**config.mk**
```make
export PLATFORM = sky130hd
export DESIGN_NAME = seq_booth_multiplier_flat
export DESIGN_NICKNAME = d
export VERILOG_FILES = /design/src/rtl/seq_booth_multiplier_if.sv /design/src/rtl/seq_booth_multiplier.sv /design/src/flat_wrapper.sv
export SDC_FILE = /design/constraint.sdc
export NUM_CORES = 1
export LEC_CHECK = 0
export BUFFER_PORTS_ARGS = -buffer_cell sky130_fd_sc_hd__clkbuf_2
export CORE_ASPECT_RATIO = 0.8
export CORE_MARGIN = 2
export CORE_UTILIZATION = 51
export DETAILED_ROUTE_END_ITERATION = 10
export PLACE_DENSITY = 0.69
export SETUP_SLACK_MARGIN = 0.3
export SLEW_MARGIN = 20
export SYNTH_ARGS = -nofsm -noshare
export SYNTH_HDL_FRONTEND = slang
export SYNTH_SLANG_ARGS = --single-unit
```
**constraint.sdc**
```tcl
create_clock -name clk -period 9.5 [get_ports clk]
set_clock_uncertainty 0.15 [all_clocks]
set_input_delay 0.95 -clock clk [delete_from_list [all_inputs] [get_ports clk]]
set_output_delay 0.95 -clock clk [all_outputs]
set_load 0.02 [all_outputs]
```
**src/rtl/seq_booth_multiplier_if.sv**
```systemverilog
// seq_booth_multiplier_if: start/busy/done multiply handshake with operands and product
interface seq_booth_multiplier_if #(parameter int WIDTH = 32);
  logic                 start;
  logic                 signed_mode;
  logic [WIDTH-1:0]     Mplr;
  logic [WIDTH-1:0]     Mcnd;
  logic                 busy;
  logic                 done;
  logic [2*WIDTH-1:0]   Y;
  modport master (output start, signed_mode, Mplr, Mcnd, input busy, done, Y);
  modport slave  (input start, signed_mode, Mplr, Mcnd, output busy, done, Y);
endinterface

```
**src/rtl/seq_booth_multiplier.sv**
```systemverilog
// seq_booth_multiplier: sequential radix-4 Booth multiplier, one triplet per cycle, signed or unsigned
module seq_booth_multiplier #(
  parameter int WIDTH = 32
) (
  input logic                   clk,
  input logic                   reset,
  seq_booth_multiplier_if.slave bus
);
  localparam int EW   = WIDTH + 2;
  localparam int AW   = 2*WIDTH + 4;
  localparam int ITER = WIDTH/2 + 1;
  localparam int CW   = $clog2(ITER + 1);
  typedef enum logic [1:0] {IDLE, RUN, DONE} state_t;
  state_t             state_q, state_d;
  logic [EW-1:0]      mplr_q, mplr_d;
  logic               prev_q, prev_d;
  logic [AW-1:0]      mcnd_q, mcnd_d;
  logic [AW-1:0]      acc_q, acc_d;
  logic [CW-1:0]      cnt_q, cnt_d;
  logic [2*WIDTH-1:0] y_q, y_d;
  logic [2:0]         trip;
  logic [AW-1:0]      addend;
  // Multiplier shifts right and multiplicand left, so the triplet always sits in the low bits
  assign trip   = {mplr_q[1:0], prev_q};
  assign addend = (trip == 3'b001 || trip == 3'b010) ? mcnd_q :
                  (trip == 3'b011)                   ? mcnd_q << 1 :
                  (trip == 3'b101 || trip == 3'b110) ? -mcnd_q :
                  (trip == 3'b100)                   ? -(mcnd_q << 1) : '0;
  always_comb begin
    state_d = state_q;
    mplr_d  = mplr_q;
    prev_d  = prev_q;
    mcnd_d  = mcnd_q;
    acc_d   = acc_q;
    cnt_d   = cnt_q;
    y_d     = y_q;
    if (state_q == RUN) begin
      acc_d  = acc_q + addend;
      mplr_d = {{2{mplr_q[EW-1]}}, mplr_q[EW-1:2]};
      prev_d = mplr_q[1];
      mcnd_d = mcnd_q << 2;
      cnt_d  = cnt_q + 1'b1;
      if (cnt_q == CW'(ITER - 1)) begin
        y_d     = acc_d[2*WIDTH-1:0];
        state_d = DONE;
      end
    end else if (bus.start) begin
      mplr_d  = bus.signed_mode ? {{2{bus.Mplr[WIDTH-1]}}, bus.Mplr} : {2'b00, bus.Mplr};
      mcnd_d  = bus.signed_mode ? {{(AW-WIDTH){bus.Mcnd[WIDTH-1]}}, bus.Mcnd}
                                : {{(AW-WIDTH){1'b0}}, bus.Mcnd};
      prev_d  = 1'b0;
      acc_d   = '0;
      cnt_d   = '0;
      state_d = RUN;
    end else begin
      state_d = IDLE;
    end
  end
  always_ff @(posedge clk or posedge reset) begin
    if (reset) begin
      state_q <= IDLE;
      mplr_q  <= '0;
      prev_q  <= 1'b0;
      mcnd_q  <= '0;
      acc_q   <= '0;
      cnt_q   <= '0;
      y_q     <= '0;
    end else begin
      state_q <= state_d;
      mplr_q  <= mplr_d;
      prev_q  <= prev_d;
      mcnd_q  <= mcnd_d;
      acc_q   <= acc_d;
      cnt_q   <= cnt_d;
      y_q     <= y_d;
    end
  end
  assign bus.busy = (state_q == RUN);
  assign bus.done = (state_q == DONE);
  assign bus.Y    = y_q;
endmodule
```
**src/flat_wrapper.sv**
```systemverilog
// flat-port wrapper written by rule: the top's interface ports become plain ports
module seq_booth_multiplier_flat 
#(
  parameter int WIDTH = 32
)
  (clk, reset, bus_start, bus_signed_mode, bus_Mplr, bus_Mcnd, bus_busy, bus_done, bus_Y);
  seq_booth_multiplier_if #(.WIDTH(WIDTH)) bus_i ();
  input logic clk;
  input logic reset;
  input wire logic [$bits(bus_i.start)-1:0] bus_start;
  input wire logic [$bits(bus_i.signed_mode)-1:0] bus_signed_mode;
  input wire logic [$bits(bus_i.Mplr)-1:0] bus_Mplr;
  input wire logic [$bits(bus_i.Mcnd)-1:0] bus_Mcnd;
  output wire logic [$bits(bus_i.busy)-1:0] bus_busy;
  output wire logic [$bits(bus_i.done)-1:0] bus_done;
  output wire logic [$bits(bus_i.Y)-1:0] bus_Y;
  assign bus_i.start = bus_start;
  assign bus_i.signed_mode = bus_signed_mode;
  assign bus_i.Mplr = bus_Mplr;
  assign bus_i.Mcnd = bus_Mcnd;
  assign bus_busy = bus_i.busy;
  assign bus_done = bus_i.done;
  assign bus_Y = bus_i.Y;
  seq_booth_multiplier #(.WIDTH(WIDTH)) u_core (.clk(clk), .reset(reset), .bus(bus_i));
endmodule
```
Yosys cells after proc, flatten, opt, wreduce, memory -nomap -nowiden:

Cells that the tools add are included.

* add/subtract/negate cells: 4
* $mul: 0
* divide/modulo/power cells: 0
* order comparisons: 0
* eq/ne operators: 10
* shift-type cells: 0
* mux-type cells: 19
* bitwise gates (word level): 1
* reductions and logical operators: 5

Operators with widths (number)
* 68-bit two-way mux: 9
* 68-bit negation: 2
* 68-bit adder: 1
* 33-bit two-way mux: 2
* 34-bit two-way mux: 1
* 5-bit two-way mux: 2
* 3-bit equality test, second input constant: 3
* 3-bit by 2-bit equality test with 1-bit output, second input constant: 2
* 5-bit by 1-bit adder with 5-bit output, second input constant: 1
* 5-bit equality test, second input constant: 1
* 2-bit two-way mux: 2
* 2-bit AND reduction: 2
* 3-bit by 1-bit equality test with 1-bit output, second input constant: 1
* 1-bit two-way mux: 3
* 2-bit by 1-bit equality test with 1-bit output, second input constant: 1
* 2-bit equality test, second input constant: 1
* 1-bit logical OR: 2
* 2-bit by 1-bit inequality test with 1-bit output, second input constant: 1
* 2-bit nonzero test: 1
* 1-bit inverter: 1

* register bits: 242
* bits in latches: 0
* RAM bits: 0
* memory bits (read-only): 0
* bits of input ports: 68
* output and inout bits: 66
* logic and storage cells: 47
* memories kept: 0

Longest topological paths before layout:

Gate-level depths: netlist of run 1.

* depth in word-level cells: 7
* depth in mapped cells: 24
* gate-level depth less buffers: 22

Worst setup path after synthesis of run 1:

No wires, ideal clock.

* path kind: reg-to-reg
* start point: register u_core.mcnd_q[10]
* end point: register u_core.y_q[58], in the netlist u_core.bus.Y[58]
* library setup time: 125 ps
* data arrival time: 5375 ps
* required time: 9225 ps
* slack: 3850 ps
* cell stages (with the launch flop): 23
* path buffers: 2
* clock period less this slack: 5650 ps
* cell sequence: dfrtp_1 -> buf_6 -> or4_4 -> or4_1 -> buf_6 -> nor3b_4 -> nand2_1 -> or4_1 -> nor3_2 -> xor2_1 -> maj3_1 -> a221oi_1 -> ha_1 -> a21oi_1 -> o21bai_1 -> a221oi_1 -> o21ai_0 -> a31oi_1 -> nor3_1 -> or3_1 -> o21ai_0 -> or4_1 -> nand3_1

* cells in the longest elaborated chain, start to end: 6
* elaborated cells between the ends (all ways): 7
* those cells by class: add/sub (3); mux (4)

Ends and longest elaborated chain
* start: declaration: RTL line seq_booth_multiplier.sv:17 `logic [AW-1:0] mcnd_q, mcnd_d;`
* start signal: assignment: RTL line seq_booth_multiplier.sv:72 `mcnd_q <= mcnd_d;`
* 68-bit negation: RTL line seq_booth_multiplier.sv:28 `(trip == 3'b100) ? -(mcnd_q << 1) : '0;`
* 68-bit two-way mux: RTL line seq_booth_multiplier.sv:28
* 68-bit two-way mux: RTL line seq_booth_multiplier.sv:27 `(trip == 3'b101 || trip == 3'b110) ? -mcnd_q :`
* 68-bit two-way mux: RTL line seq_booth_multiplier.sv:26 `(trip == 3'b011) ? mcnd_q << 1 :`
* 68-bit two-way mux *: RTL line seq_booth_multiplier.sv:25 `assign addend = (trip == 3'b001 || trip == 3'b010) ? mcnd_q :`
* 68-bit adder *: RTL line seq_booth_multiplier.sv:38 `acc_d = acc_q + addend;`
* end signal: assignment: RTL line seq_booth_multiplier.sv:75 `y_q <= y_d;`
* end: declaration: RTL line seq_booth_multiplier.sv:20 `logic [2*WIDTH-1:0] y_q, y_d;`

Mark *: on every way between the ends. The rest lies on a longest branch, timed or not.
A chain may end at the register's enable or synchronous reset.

Final worst setup path of run 1:

* start point: register u_core.mplr_q[0]
* end point: register u_core.y_q[56], in the netlist u_core.bus.Y[56]

* cells in the longest elaborated chain, start to end: 6
* elaborated cells between the ends (all ways): 13
* those cells by class: add/sub (1); eq/ne (6); mux (4); reduce/logical (2)

Ends and longest elaborated chain
* start: declaration: RTL line seq_booth_multiplier.sv:15 `logic [EW-1:0] mplr_q, mplr_d;`
* start signal: assignment: RTL line seq_booth_multiplier.sv:70 `mplr_q <= mplr_d;`
* 3-bit equality test, on equally long branches: RTL line seq_booth_multiplier.sv:28, seq_booth_multiplier.sv:27
* 68-bit two-way mux / 1-bit logical OR (equally long branches): RTL line seq_booth_multiplier.sv:28, seq_booth_multiplier.sv:27
* 68-bit two-way mux: RTL line seq_booth_multiplier.sv:27
* 68-bit two-way mux: RTL line seq_booth_multiplier.sv:26
* 68-bit two-way mux *: RTL line seq_booth_multiplier.sv:25
* 68-bit adder *: RTL line seq_booth_multiplier.sv:38

Marked as above.

==> metrics, run 1 <==
status=finished clean; DRT Pass-1 Iters=6; Vias=16.27k; CTS tree=yes; worst-path fanout max=29; Total Routing Usage GR=30.56%; antenna violations before repair=0; Critical Path Max Stage Delay=0.95 ns; synth-to-layout area growth=9.409%; register area=5858 um2; Mapped Area=17220 um2; Synth Flop Type=dfrtp_1; die area=35260 um2; grt total ovfl=0; R2R Setup Slk=1.83 ns; final core utilization=56.40%; actual slew at the worst max-slew pin=1.084 ns; area of the core=33410 um2; Starting Density=51.55%; Starting DRT DRC Count=1830; Hold WC Path Type=reg -> reg; routed vias/inst=6.252; CP cell instances=inv_1, nand2_1, nand2b_1, nand2_1, nor2_1, a21oi_1, ha_1, a21oi_1, o32ai_1, o31ai_1, a2111oi_0, nor2_1, o31ai_1, a21oi_1, o21ai_0, xnor2_1, o21ai_0; post-CTS sizing=0; slowest CP cell=a2111oi_0; share of cells above drive strength 1=10.61%; H-tree levels=1; largest net degree at the start of global routing=99; most frequent cells in the layout=nand2_1 (339), o21ai_0 (253), dfrtp_1 (232); clock latency on the worst-skew pair=0.56 ns; first-pass GRT wire length=86280 um; Worst Path Arrival=7.93 ns; Worst-path clk slew=0.06 ns; crit path buf inv count=1; setup_tns=0 ns; Die Span Y=168.4 um; Max Clk Rate=130.3 MHz; TritonCTS Buffers=26; Hold Path Cell Cnt=2; DP HPWL=38380 um; Post-CTS Repair Setup Buffers=0; drt total wl=54230 um; filler instances=3116; # nets final=2297; fin crit period=7.674 ns; Root Driver=clkbuf_16; syn nets=2289; CP Depth=17; # DRC=0; Post-Syn Instances=2140; cell family with most CP delay=compound AO/OA/AOI/OAI gates; Slew HR=25.89%; syn_area_per_cell=8.047 um2; RSZ-0062 raised after global routing=false; clk buf depth=3; DIE WIDTH=209.4 um; EDFF count, synth=0; Crit path top cell by count=a21oi_1; Post-CTS Hold Buffers=0; Setup crit end kind=flop; commonest non-fill, non-tap cell in the layout=nand2_1; number of diodes=0; Ports=134; Sink Count=234; number of distinct library cells after synthesis=79; Crit Path Class=reg -> reg; Required @ worst endpoint=9.75 ns; Final Hold Viols=0; Register-to-Register Path Depth=17; maxcap violations=0; post-synthesis sequential area ratio=34.00%; Placer Congestion=0.9394; row count=60; ANT nets after route=0; IO Port Bufs=133; Multi-input gate area=10590 um2; CP Launch Type=flop; Tcrit/Tclk final=80.78%; final setup vio count=0; pins over their slew limit=0; #FFs+latches synth=234; vias in the first global route=15.20k; Yosys warnings=0; Synth async-reset ratio=100.0%; routed len/inst=20.84 um
layout make-up:
class / instances / area share [%]
multi-input combinational: 1701 / 56.18
sequential: 234 / 31.09
timing repair buffer: 154 / 4.423
clock buffer: 37 / 3.892
tap: 434 / 2.882
clock inverter: 11 / 0.8567
inverter: 31 / 0.6707
through the flow:
stage                     setup slack, ns  area (um2)  hold slack, ns  cells
final                               1.826       18840          0.3254   2602
after global routing                1.509       18840          0.3527   2602
after CTS                           2.101       18840          0.3271   2602
after detailed placement            2.132       17940          0.3116   2554
after global placement              2.235       17940          0.3064   2554
after floorplan                     1.982       17220          0.2947   2140
sequential cells by signal, summed over array words and instances (netlist names):
signal          count
u_core.acc_q       64
u_core.bus.Y       64
u_core.cnt_q        5
u_core.mcnd_q      64
u_core.mplr_q      34
u_core.prev_q       1
u_core.state_q      2
final timing paths:
check	from	to
worst min register to register	u_core.mplr_q[23]$_DFFE_PP0P_	u_core.mplr_q[21]$_DFFE_PP0P_
max in group asynchronous	reset	u_core.mplr_q[0]$_DFFE_PP0P_
worst min-delay path	u_core.mplr_q[23]$_DFFE_PP0P_	u_core.mplr_q[21]$_DFFE_PP0P_
min in group asynchronous	reset	u_core.mplr_q[25]$_DFFE_PP0P_
worst max-delay path	u_core.mplr_q[0]$_DFFE_PP0P_	u_core.bus.Y[56]$_DFFE_PP0P_
worst max register to register	u_core.mplr_q[0]$_DFFE_PP0P_	u_core.bus.Y[56]$_DFFE_PP0P_
routing by layer:
layer	vias to the layer above	share of wire, %	GRT usage [%]
li1	7709	-	-
met4	0	3.4	9.627
met1	7816	46	44.77
met5	-	0	0
met3	98	7.1	4.141
met2	644	44	46.75
cells by family (layout without fill, tap and decap cells):
| logic type | Yosys count | after routing | synth area share, % |
|---|---|---|---|
| DFF | 234 | 234 | 34.00 |
| buffers and inverters | 205 | 233 | 4.599 |
| muxes | 77 | 77 | 4.577 |
| and+or+nand+nor | 775 | 775 | 21.75 |
| AOI/OAI and AO/OA | 642 | 642 | 22.65 |
| adders and majority gates | 92 | 92 | 6.568 |
| xor gates and xnor gates | 115 | 115 | 5.849 |
tightest hold or removal path, delay by kind of cell (launching register included):
| kind | cells | cell delay, ns |
|---|---|---|
| flops | 1 | 0.34 |
| simple gates | 1 | 0.05 |
| compound gates | 1 | 0.06 |
cell usage after synthesis (all sizes together), types with 14 or more instances:
library cell / count / area share (%)
ha: 80 / 5.8
o21ai: 253 / 7.4
nor3: 41 / 1.3
nor2: 134 / 2.9
buf: 24 / 0.65
a21oi: 149 / 4.3
a31oi: 19 / 0.69
o21bai: 14 / 0.61
xnor2: 62 / 3.2
inv: 30 / 0.65
mux2i: 72 / 4.2
clkbuf: 150 / 3.3
a21o: 41 / 1.8
or3: 19 / 0.73
xor2: 53 / 2.7
dfrtp: 234 / 34
nand4: 29 / 1.1
a221oi: 32 / 1.6
nand2: 340 / 7.5
o22ai: 19 / 0.69
nand3: 53 / 1.5
nand3b: 94 / 4.1
o211ai: 16 / 0.70
Power of run 1 is left out: the tool's default activity adds up to more than one toggle a clock period on the data nets, which glitch-free logic cannot reach.
==> run 2: changes to the inputs <==
PLACE_DENSITY = 0.72   (was 0.69)
clock period = 6.8 ns   (was 9.5 ns; I/O delays follow)
==> run 2 against run 1 <==
  * The run now ends with hold timing left
  * Register-to-register slack got worse by 1.2 ns
  * Hold slack got worse by 0.33 ns
  * Critical path depth rose by 2
  * Flip-flop and latch count did not move
  * Final cell count rose by 0.85%
  * Setup slack got worse by 1.2 ns
  * Sequential share of layout area fell by 0.40 points
  * Global-route usage rose by 0.42 points
  * Cell area rose by 1.3%
  * Wire length rose by 1.6%
  * First-iteration DRC count rose by 7.0%
  * Clock-buffer cell count fell by 8
  * Critical endpoint is now u_core.acc_q[61]$_DFFE_PP0P_
==> metrics, run 2 (same netlist as run 1, synthesis figures left out) <==
r2r endpoint=u_core.acc_q[61]$_DFFE_PP0P_; Vias=16.55k; TritonCTS Buffers=25; Fin Hold WS=-0.0009494 ns; ANT nets after route=0; R2R Setup Slk=0.64 ns; Inst Count DP=2577; Max Clk Rate=162.4 MHz; grt total ovfl=0; routed len/inst=21.00 um; crit path buf inv count=0; setup_tns=0 ns; RR Startpoint=u_core.mcnd_q[10]$_DFFE_PP0P_; clk buf depth=3; commonest non-fill, non-tap cell in the layout=nand2_1; antenna violations before repair=1; Worst-path clk slew=0.07 ns; Sink Count=234; Slew HR=34.13%; Total Routing Usage GR=30.98%; Setup WS post-layout=0.6413 ns; Placer Congestion=0.9799; RSZ-0062 raised after global routing=true; routed vias/inst=6.309; fin crit period=6.159 ns; die area=35260 um2; DP HPWL=39040 um; clock latency on the worst-skew pair=0.57 ns; Tcrit/Tclk final=90.57%; CP cell instances=or4_4, or4_4, nor3b_4, nand2_1, or4_1, nor3_2, xor2_1, maj3_1, a221oi_1, ha_1, and2_1, nand3_1, nor2_1, nand4_1, o21bai_1, a41oi_2, o311ai_1, mux2i_1, o21ai_0; # nets final=2320; Crit path top cell by count=or4_4; Final Hold Viols=2; Worst Path Arrival=6.41 ns; Critical Path Max Stage Delay=0.61 ns; Root Driver=clkbuf_16; slowest CP cell=or4_4; final setup vio count=0; worst-path fanout max=10; synth-to-layout area growth=10.86%; largest net degree at the start of global routing=109; Required @ worst endpoint=7.05 ns; maxcap violations=0; IO Port Bufs=133; non-filler instance count after layout=2624; status=complete, but fails checks; Ports=134; drt total wl=55110 um; Hold WC Path Type=in -> async; first-pass GRT wire length=87560 um; CTS tree=yes; Starting DRT DRC Count=1959; H-tree levels=1; most frequent cells in the layout=nand2_1 (339), o21ai_0 (252), dfrtp_1 (231); area of the core=33410 um2; share of cells above drive strength 1=12.43%; Setup crit end kind=flop; failing checks=hold timing; vias in the first global route=15.62k; Starting Density=51.55%; Crit Path Class=reg -> reg; final core utilization=57.15%; DRT Pass-1 Iters=6; Register-to-Register Path Depth=19; DIE WIDTH=209.4 um; Die Span Y=168.4 um; actual slew at the worst max-slew pin=0.9880 ns; pins over their slew limit=0; CP Launch Type=flop; row count=60; # DRC=0; cell family with most CP delay=simple AND/OR/NAND/NOR gates; pre-CTS WS=0.3506 ns
run 2: changes by cell type in the layout (fill, tap and decap cells not counted), sizes merged:
| cell | previous run | this run |
|---|---|---|
| clkbuf | 169 | 161 |
| buf | 22 | 46 |
| diode | 0 | 1 |
| clkinvlp | 1 | 4 |
| inv | 31 | 33 |
run 2: final cells by class:
| class | count | area, um2 |
|---|---|---|
| Clock inverter | 16 | 221.5 |
| Sequential cell | 234 | 5859 |
| Inverter | 31 | 122.6 |
| Clock buffer | 29 | 660.6 |
| Antenna cell | 1 | 2.502 |
| Tap cell | 434 | 543.0 |
| Fill cell | 3123 | 14320 |
| Multi-Input combinational cell | 1701 | 10670 |
| Timing Repair Buffer | 178 | 1010 |
run 2: what timing repair did:
item | in CTS | in global routing
setup buffers | 0 | 1
resized for setup | 0 | 20
hold buffers | 0 | 0
endpoints found under the hold margin | 0 | 0
endpoints found under the setup margin | 0 | 43
run 2: worst max-delay path by stage:
stage / start / cells after the start / end
2_1_floorplan: u_core.mcnd_q[10]$_DFFE_PP0P_ / 22 / u_core.bus.Y[58]$_DFFE_PP0P_
3_3_place_gp: u_core.mcnd_q[8]$_DFFE_PP0P_ / 20 / u_core.bus.Y[51]$_DFFE_PP0P_
3_5_place_dp: u_core.mcnd_q[10]$_DFFE_PP0P_ / 20 / u_core.acc_q[56]$_DFFE_PP0P_
4_1_cts: u_core.mcnd_q[10]$_DFFE_PP0P_ / 20 / u_core.bus.Y[58]$_DFFE_PP0P_
5_1_grt: u_core.mcnd_q[10]$_DFFE_PP0P_ / 21 / u_core.bus.Y[60]$_DFFE_PP0P_
6_report: u_core.mcnd_q[10]$_DFFE_PP0P_ / 19 / u_core.acc_q[61]$_DFFE_PP0P_
run 2: through the flow:
| step | hold slack, ns | area [um2] |
|---|---|---|
| CTS | 0.002134 | 18990 |
| detailed placement | 0.3115 | 18110 |
| finish | -0.0009494 | 19090 |
| global placement | 0.3069 | 18110 |
| floorplan | 0.2947 | 17220 |
| global route | 0.008172 | 19090 |
run 2: worst register-to-register path, delay by kind of cell (launching register included):
family	cells	cell delay, ns
flops	1	0.48
xor+xnor	1	0.12
fa+ha+maj	2	0.67
compound gates	5	1.40
simple gates	10	2.89
mux	1	0.27
run 2: metal layers:
metal,wire length [um],vias up,track usage (%)
met1,24660,7935,44.91
met2,23810,751,46.70
li1,-,7758,-
met3,4746,110,5.577
met4,1892,0,10.28
met5,0,-,0
Power of run 2 is left out for the same reason.
==> run 3: changes to the inputs <==
ABC_AREA = 1   (was not set)
CTS_BUF_LIST = sky130_fd_sc_hd__clkbuf_4   (was not set)
HOLD_SLACK_MARGIN = 0.06   (was not set)
==> run 3 against run 2 <==
  * The run now ends clean
  * Clock-buffer cell count grew 62
  * Sequential share of layout area shrank 1.3 points
  * Wire length grew 25%
  * Via count grew 16%
  * Setup slack gained 0.61 ns
  * Core utilization grew 2.3 points
  * Non-clock buffer count grew 39
  * Critical path type unchanged
  * Largest cell class unchanged
==> metrics, run 3 <==
largest net degree at the start of global routing=153; CTS tree=yes; drt total wl=68910 um; Post-Synth Adder-Cell Area=5.889%; ANT nets after route=0; Worst Path Arrival=6.07 ns; Compound-Gate Fraction of Synth Area=16.69%; EDFF count, synth=0; area of the core=33560 um2; post-synth top area cell=dfrtp_1; worst-path fanout max=48; CP Launch Type=flop; #FFs+latches synth=234; actual slew at the worst max-slew pin=1.136 ns; Final Hold Viols=0; H-tree levels=3; Slew HR=24.24%; Crit Path Class=reg -> reg; clk buf depth=3; Post-Syn Instances=2518; routed vias/inst=6.023; fin crit period=5.551 ns; synth-to-layout area growth=14.99%; row count=60; Starting Density=51.67%; Critical Path Max Stage Delay=0.59 ns; syn_area_per_cell=6.886 um2; Required @ worst endpoint=7.32 ns; DRT Pass-1 Iters=7; main combinational cell family by area after synthesis=simple AND/OR/NAND/NOR gates; commonest non-fill, non-tap cell in the layout=nand2_1; register area=5856 um2; xor and xnor fraction of the mapped netlist area=2.778%; IO Port Bufs=133; Post-synth top cells=nand2_1 (697), inv_1 (263), nor2_1 (257); Total Routing Usage GR=38.60%; Worst-path clk slew=0.06 ns; hold path start=bus_Mcnd[25]; Tcrit/Tclk final=81.63%; Starting DRT DRC Count=2566; most frequent cells in the layout=nand2_1 (696), inv_1 (260), nor2_1 (254); mux share of post-synthesis cell area=0.05773%; top-count cell post-synth=nand2_1; simple-gate area share of the yosys netlist=32.90%; Placer Congestion=0.9981; Root Driver=clkbuf_4; DP HPWL=51120 um; pins over their slew limit=0; # nets final=2866; post-synthesis sequential area ratio=33.77%; Synth Flop Type=dfrtp_1; maxcap violations=0; syn nets=2667; status=finished clean; non-filler instance count after layout=3198; share of cells above drive strength 1=11.73%; Yosys warnings=0; number of distinct library cells after synthesis=51; vias in the first global route=17.88k; Mapped Area=17340 um2; die area=35500 um2; synth top area cells=dfrtp_1 (34%), nand2_1 (15%), nand3_1 (7.0%), ha_1 (5.8%), inv_1 (5.7%); Sink Count=234; cell family with most CP delay=simple AND/OR/NAND/NOR gates; Multi-input gate area=10130 um2; first-pass GRT wire length=105100 um; Hold WC Path Type=in -> reg; RR Startpoint=u_core.mplr_q[0]$_DFFE_PP0P_; Die Span Y=168.9 um; Max Clk Rate=180.1 MHz; crit path buf inv count=6; Synth top area share=33.77%; Inst Count DP=3018; CP cell instances=inv_1, nand2_1, nand2_1, nor2_1, buf_4, inv_2, buf_4, o21ai_0, o22ai_1, inv_1, ha_1, nand2_1, nor2_1, inv_1, nor3_1, nand2_1, nand2_1, nand2_1, nand2_1, nand4_1, nand3b_1, nand3_1, nand2_1; slowest CP cell=inv_2; final setup vio count=0; routed len/inst=21.55 um; setup_tns=0 ns; antenna violations before repair=1; Ports=134; Critical Path Start=u_core.mplr_q[0]$_DFFE_PP0P_; post-CTS sizing=0; grt total ovfl=0; RSZ-0062 raised after global routing=false; clock latency on the worst-skew pair=0.77 ns; Vias=19.26k; # DRC=0; Setup crit end kind=flop; filler instances=3238; DIE WIDTH=210.1 um; TritonCTS Buffers=67; Synth async-reset ratio=100.0%; Crit path top cell by count=nand2_1
[run 3: cell types whose count changed in the layout (fill, tap and decap cells not counted), moves of 54 or more]
| cell | change |
|---|---|
| nand3_1 | +188 |
| o21ai_0 | -95 |
| mux2i_1 | -71 |
| nor2_1 | +122 |
| o221ai_1 | +54 |
| nand3b_1 | -82 |
| dlygate4sd3_1 | +64 |
| inv_1 | +232 |
| nand2_1 | +357 |
| clkbuf_4 | +91 |
[run 3: worst paths after layout]
check                      slack (ns)                             to  cells after the start
max in group asynchronous        4.66   u_core.acc_q[48]$_DFFE_PP0P_                      4
setup / recovery                 1.25   u_core.bus.Y[56]$_DFFE_PP0P_                     23
hold / removal                   0.13  u_core.mcnd_q[25]$_DFFE_PP0P_                      3
hold reg to reg                  0.33   u_core.bus.Y[58]$_DFFE_PP0P_                      2
min in group asynchronous        0.47  u_core.mcnd_q[22]$_DFFE_PP0P_                      3
setup reg to reg                 1.25   u_core.bus.Y[56]$_DFFE_PP0P_                     23
[run 3: layout make-up]
type	instances	share of cell area, %
Antenna cell	2	0.02510
Clock inverter	23	1.042
Inverter	272	5.165
Clock buffer	91	3.427
Sequential cell	234	29.37
Timing Repair Buffer	217	7.431
Multi-Input combinational cell	1925	50.82
Tap cell	434	2.724
[run 3: routing by layer]
metal	vias to the layer above	GRT usage, %	share of wire, %
li1	8885	-	-
met2	1126	54.88	41
met1	9120	57.16	45
met3	129	10.22	12
met4	0	11.16	2.5
met5	-	0	0
[run 3: metrics by stage]
stage               utilization, %  setup WS [ns]  area, um2  hold WS [ns]
floorplan                        -          2.906      17340        0.3001
global placement             54.83          1.541      18400        0.3110
detailed placement           54.83          1.559      18400        0.3162
CTS                          59.40          1.516      19930       0.06178
global route                 59.41         0.9302      19940        0.1046
finish                       59.41          1.249      19940        0.1308
[run 3: logic make-up after synthesis]
logic type               after synthesis
multiplexers                           1
adder cells (fa/ha/maj)               81
XOR/XNOR                              55
flip-flops                           234
buffers and inverters                359
AND/OR/NAND/NOR                     1322
AO/OA/AOI/OAI                        466
[run 3: what timing repair did]
action,CTS,global route
buffers inserted,0,0
hold buffers,64,0
hold endpoints to repair,93,0
[run 3: worst min-delay path: cells and delay by family]
| family | cells | cell delay [ns] |
|---|---|---|
| buf+inv | 1 | 0.12 |
| compound gates | 2 | 0.18 |
Power of run 3 is left out for the same reason.
